`src/rtl/demux3_dispatch_pkg.sv`:
```
// Shared CPU datapath constants: channel select encodings and default word width.
package demux3_dispatch_pkg;

   localparam int unsigned DEFAULT_WIDTH = 32;
   localparam int unsigned NUM_CH        = 3;

   typedef enum logic [1:0] {
      SEL_CH0 = 2'b00,
      SEL_CH1 = 2'b01,
      SEL_CH2 = 2'b10,
      SEL_ERR = 2'b11
   } sel_e;

   // One-hot channel mask for a select; the error code maps to no channel.
   function automatic logic [NUM_CH-1:0] sel_onehot(input sel_e sel);
      logic [NUM_CH-1:0] mask;
      mask = '0;
      case (sel)
         SEL_CH0: mask = 3'b001;
         SEL_CH1: mask = 3'b010;
         SEL_CH2: mask = 3'b100;
         default: mask = 3'b000;
      endcase
      return mask;
   endfunction

endpackage

```
`src/rtl/demux3_dispatch_sync_fifo.sv`:
```
// Synchronous in-order FIFO with extra-MSB pointers; head entry is visible on rdata_o.
module sync_fifo #(
   parameter int unsigned WIDTH = 34,
   parameter int unsigned DEPTH = 2
) (
   input  logic             clk,
   input  logic             reset,
   input  logic             push_i,
   input  logic [WIDTH-1:0] wdata_i,
   input  logic             pop_i,
   output logic [WIDTH-1:0] rdata_o,
   output logic             full_o,
   output logic             empty_o
);

   localparam int unsigned AW = (DEPTH > 1) ? $clog2(DEPTH) : 1;

   logic [AW:0]      wr_q, wr_d;
   logic [AW:0]      rd_q, rd_d;
   logic [WIDTH-1:0] mem_q [DEPTH];
   logic             do_push;
   logic             do_pop;

   assign empty_o = (wr_q == rd_q);
   assign full_o  = (wr_q[AW] != rd_q[AW]) && (wr_q[AW-1:0] == rd_q[AW-1:0]);
   assign rdata_o = mem_q[rd_q[AW-1:0]];
   assign do_push = push_i & ~full_o;
   assign do_pop  = pop_i & ~empty_o;

   always_comb begin
      wr_d = wr_q;
      rd_d = rd_q;
      if (do_push) wr_d = wr_q + (AW+1)'(1);
      if (do_pop)  rd_d = rd_q + (AW+1)'(1);
   end

   always_ff @(posedge clk) begin
      if (reset) begin
         wr_q <= '0;
         rd_q <= '0;
      end else begin
         wr_q <= wr_d;
         rd_q <= rd_d;
      end
   end

   // Storage needs no reset: entries are only read between push and pop.
   always_ff @(posedge clk) begin
      if (do_push) mem_q[wr_q[AW-1:0]] <= wdata_i;
   end

endmodule

```
`src/rtl/demux3_dispatch.sv`:
```
// Registered 1-to-3 word distributor: in-order FIFO feeding three held output channels,
// with error-select entries dropped and counted.
module demux3_dispatch
   import demux3_dispatch_pkg::*;
#(
   parameter int unsigned WIDTH = DEFAULT_WIDTH,
   parameter int unsigned DEPTH = 2,
   parameter int unsigned ERR_W = 8
) (
   input  logic             clk,
   input  logic             reset,
   input  logic             in_valid,
   output logic             in_ready,
   input  logic [WIDTH-1:0] in_data,
   input  logic [1:0]       in_sel,
   output logic [2:0]       out_valid,
   input  logic [2:0]       out_ready,
   output logic [WIDTH-1:0] out_data0,
   output logic [WIDTH-1:0] out_data1,
   output logic [WIDTH-1:0] out_data2,
   output logic             err_pulse,
   output logic [ERR_W-1:0] err_cnt
);

   localparam int unsigned EW = WIDTH + 2;

   logic [EW-1:0]    head;
   logic             fifo_full;
   logic             fifo_empty;
   logic             push;
   logic             pop;
   sel_e             head_sel;
   logic [WIDTH-1:0] head_data;
   logic [2:0]       slot_free;
   logic [2:0]       load;

   logic [2:0]       valid_q, valid_d;
   logic [WIDTH-1:0] data0_q, data0_d;
   logic [WIDTH-1:0] data1_q, data1_d;
   logic [WIDTH-1:0] data2_q, data2_d;
   logic             err_pulse_q, err_pulse_d;
   logic [ERR_W-1:0] err_cnt_q, err_cnt_d;

   assign in_ready = ~fifo_full;
   assign push     = in_valid & ~fifo_full;

   sync_fifo #(
      .WIDTH (EW),
      .DEPTH (DEPTH)
   ) u_fifo (
      .clk     (clk),
      .reset   (reset),
      .push_i  (push),
      .wdata_i ({in_sel, in_data}),
      .pop_i   (pop),
      .rdata_o (head),
      .full_o  (fifo_full),
      .empty_o (fifo_empty)
   );

   assign head_sel  = sel_e'(head[EW-1 -: 2]);
   assign head_data = head[WIDTH-1:0];
   assign slot_free = ~valid_q | out_ready;

   // Head pops when its channel slot is free, or always for the error code.
   assign pop  = ~fifo_empty & ((head_sel == SEL_ERR) | (|(sel_onehot(head_sel) & slot_free)));
   assign load = pop ? sel_onehot(head_sel) : 3'b000;

   always_comb begin
      valid_d     = (valid_q & ~out_ready) | load;
      data0_d     = data0_q;
      data1_d     = data1_q;
      data2_d     = data2_q;
      err_pulse_d = pop & (head_sel == SEL_ERR);
      err_cnt_d   = err_cnt_q;
      if (load[0]) data0_d = head_data;
      if (load[1]) data1_d = head_data;
      if (load[2]) data2_d = head_data;
      if (err_pulse_d && (err_cnt_q != '1)) err_cnt_d = err_cnt_q + ERR_W'(1);
   end

   always_ff @(posedge clk) begin
      if (reset) begin
         valid_q     <= '0;
         data0_q     <= '0;
         data1_q     <= '0;
         data2_q     <= '0;
         err_pulse_q <= 1'b0;
         err_cnt_q   <= '0;
      end else begin
         valid_q     <= valid_d;
         data0_q     <= data0_d;
         data1_q     <= data1_d;
         data2_q     <= data2_d;
         err_pulse_q <= err_pulse_d;
         err_cnt_q   <= err_cnt_d;
      end
   end

   assign out_valid = valid_q;
   assign out_data0 = data0_q;
   assign out_data1 = data1_q;
   assign out_data2 = data2_q;
   assign err_pulse = err_pulse_q;
   assign err_cnt   = err_cnt_q;

endmodule

```
`config.mk`:
```
export PLATFORM = sky130hd
export DESIGN_NAME = demux3_dispatch
export DESIGN_NICKNAME = d
export VERILOG_FILES = /design/src/rtl/demux3_dispatch_pkg.sv /design/src/rtl/demux3_dispatch_sync_fifo.sv /design/src/rtl/demux3_dispatch.sv
export SDC_FILE = /design/constraint.sdc
export NUM_CORES = 1
export LEC_CHECK = 0
export CAP_MARGIN = 10
export CORE_MARGIN = 3
export CORE_UTILIZATION = 50
export CTS_CLUSTER_SIZE = 30
export DETAILED_ROUTE_END_ITERATION = 6
export PLACE_DENSITY = 0.8
export SYNTH_ARGS = -nofsm -noshare
export SYNTH_HDL_FRONTEND = slang
export SYNTH_SLANG_ARGS = --single-unit
```
`constraint.sdc`:
```
create_clock -name clk -period 3.87 [get_ports clk]
set_input_delay 0.774 -clock clk [delete_from_list [all_inputs] [get_ports clk]]
set_output_delay 0.774 -clock clk [all_outputs]
set_load 0.02 [all_outputs]
```
==> results.tsv <==
stage	metric	value	unit
timing	Slew Limit Fails	0	
die	IO Pins	149	
timing	setup_tns	0	ns
timing	worst rel slew slack	32.8	%
clock_tree	Clock Tree Buf Depth	2	
pwr	PD cells	855	mW/mm^2
setup_path	CP Cell Sequence	xnor2_1, nand2_1, clkdlybuf4s50_1	
timing	Final Hold Vio Count	0	
layout	fraction of layout cells with a size suffix above 1	10.7	%
setup_path	critical path's slowest cell	clkdlybuf4s50_1	
setup_path	Crit. Startpoint	u_fifo.wr_q[0]	
synthesis	Synth area leader	dfxtp_1	
synthesis	Synth top cells by count	113 x dfxtp_1, 109 x nor2_1, 78 x a211oi_1	
grt	total track usage	21.2	%
synthesis	most frequent cell after synthesis	dfxtp_1	
die	height of the die	121	um
grt	pin count of the biggest net entering global routing	70	
grt	GRT overflow	0	
die	placement row count	41	
setup_path	delay-heaviest family, CP	buffers and inverters	
setup_path	Buf/Inv on CP	1	
layout	Layout Utilization	69.2	%
routing	total number of vias	4575	
placement	gpl congestion	0.838	
clock_tree	Setup Fix Bufs, Post-CTS	0	
die	Die ar.	0.0146	sq mm
clock_tree	total CTS buffers	17	
setup_path	r2r worst-path depth	5	
pwr	Lkg Pwr	2.96	nW
setup_path	kind of critical path	flop to primary output	
layout	fillers	893	
synthesis	asr flop ratio synth	0	%
timing	Tightest Pin Transition	1.01	ns
timing	WHS	0.502	ns
die	core area	0.0128	sq mm
routing	Post-route DRC	0	
clock_tree	Root Buffer	clkbuf_16	
timing	Setup-failing EPs final	0	
clock_tree	clock sinks	181	
placement	Final HPWL DP	10.1	mm
clock_tree	Worst-path clk slew	0.06	ns
setup_path	Critical Path Sink	in_ready	
routing	M1 wire length	6.18	mm
synthesis	Synth cell types	43	
synthesis	synthesized cell area	0.00660	sq mm
grt	vias in the first global route	4654	
synthesis	Avg Cell Area, Syn	12.5	sq um
pwr	worst ir drop on vdd	0.000446	V
routing	DR top layer	met4	
layout	Sequential Area	0.00431	sq mm
routing	DRT antenna net count	0	
setup_path	critical path arrival	1.90	ns
clock_tree	post_cts resized	0	
grt	first-pass GRT wire length	24.0	mm
timing	Fmax	374	MHz
die	Die X	121	um
synthesis	#FFs+latches synth	181	
clock_tree	worst skew pair latency	0.43	ns
timing	final worst-path cycle share	69.1	%
placement	Port Buffers	148	
routing	Detailed Route Iter0 Violations	341	
setup_path	Slowest Stage Delay on Critical Path	0.56	ns
setup_path	Startpoint Class	flop	
setup_path	stages on the worst setup path	3	
timing	Final min period	2.68	ns
routing	routed wl met2	7.53	mm
setup_path	worst-path maximum fanout	5	
routing	final WL	14.9	mm
run	Max-Cap Viols	0	
run_status	outcome	finished clean	
synthesis	Main synth FF type	dfxtp_1	
routing	vias per cell	5.40	
clock_tree	CTS tree	done	
synthesis	largest cells by area after synthesis	dfxtp_1 34%, edfxtp_1 31%, a211oi_1 8.9%, nor2_1 6.2%, mux2i_1 5.3%	
timing	RSZ-0062 raised after global routing	no	
layout	area occupied by multi-input gates	0.00207	sq mm
layout	final net count	704	
routing	first-pass iteration count of the detailed router	4	
die	initial core utilization	51.6	%
routing	met3 WL	983	um
synthesis	cell count after synthesis	527	
timing	final worst clock skew	0.0126	ns
synthesis	area share of the leading cell type in the synthesized netlist	34.3	%
setup_path	FF-to-FF setup slack	1.44	ns
synthesis	Post-synth EDFFs	68	
clock_tree	H-Tree Depth	4	
setup_path	Critical R2R Capture	out_data2[3]	
synthesis	Synth Net Count	568	
synthesis	Yosys Warn Count	0	
layout	Antenna diodes	0	
grt	initial antenna violation count	0	
worst_hold_path	Worst Hold Class	flop to flop	
setup_path	worst path required time	3.10	ns
routing	Routed WL per cell	17.6	um
pwr	Pwr Total	7.56	mW
setup_path	CP Capture Type	primary output	
layout	Syn-to-layout area delta	34.0	%
clock_tree	# hold bufs at CTS	0	
synthesis	sequential area share after synthesis	65.3	%
==> sequential cells by signal, summed over array words and instances (netlist names), named ones only <==
name          cells
u_fifo.rd_q       2
u_fifo.mem_q     68
err_pulse         1
err_cnt           8
out_data2        32
out_data0        32
out_data1        32
out_valid         3
u_fifo.wr_q       2
==> routing by layer <==
layer | global-route usage [%] | up-vias
met4 | 6.44 | 0
met5 | 0 | -
met1 | 26.3 | 2193
met2 | 35.5 | 158
li1 | - | 2209
met3 | 6.57 | 15
==> kinds of logic after synthesis <==
group                      share of synthesized area (%)
DFF                                                 65.3
AOI/OAI and AO/OA                                   15.1
buffers and inverters                               3.49
and+or+nand+nor                                     8.39
adders and majority gates                          0.190
muxes                                               6.73
xor gates and xnor gates                           0.797
==> where the power goes <==
part	internal [mW]	leakage (nW)	total, mW	switching, mW
logic	1.23	1.09	2.84	1.61
registers	2.55	1.56	2.87	0.316
clock network	1.16	0.316	1.85	0.698
total	4.93	2.96	7.56	2.63
==> cell usage in the layout, fill, tap and decap left out, types with 2 or more instances in the layout <==
cell / n
a211oi_1: 78
a211oi_2: 20
a21oi_1: 4
buf_12: 2
buf_4: 8
bufinv_16: 4
clkbuf_16: 19
clkdlybuf4s50_1: 147
clkinv_1: 2
clkinv_2: 2
dfxtp_1: 112
edfxtp_1: 68
inv_1: 7
inv_6: 2
mux2_2: 5
mux2i_1: 35
nand2_1: 5
nand2b_1: 2
nand3_1: 3
nor2_1: 108
nor2b_1: 4
nor3_1: 2
o2111a_2: 2
o21ai_0: 2
o31ai_1: 2
or4_1: 3
xnor2_1: 2
xor2_1: 4
==> through the flow <==
step                area, sq um  instances  worst slack [ns]
floorplan                  6600        527              1.10
global placement           8190        816              1.20
detailed placement         8190        816              1.10
CTS                        8840        848              1.18
global route               8840        848              1.11
finish                     8840        848              1.19
==> layout make-up <==
class,instances,share of cell area (%)
multi-input combinational,299,23.4
inverter,7,0.297
clock inverter,12,1.91
timing repair buffer,157,17.8
tap,172,2.44
sequential,181,48.7
clock buffer,20,5.42
==> worst min-delay path by stage <==
stage                         from             end  cells after the start
CTS                   out_data0[7]    out_data0[7]                      2
global placement        err_cnt[1]      err_cnt[1]                      2
detailed placement   out_data1[15]   out_data1[15]                      2
floorplan           u_fifo.wr_q[1]  u_fifo.wr_q[1]                      2
finish               out_data0[14]   out_data0[14]                      2
global route          out_data0[1]    out_data0[1]                      2
==> worst reg2reg max path, stage by stage, from the launching register on <==
cell and delay, ns:
dfxtp_2 0.60, mux2i_4 0.43, o2111a_2 0.68, buf_12 0.29, nor2_1 0.08, a211oi_1 0.26
Power figures use the tool's default switching activity.
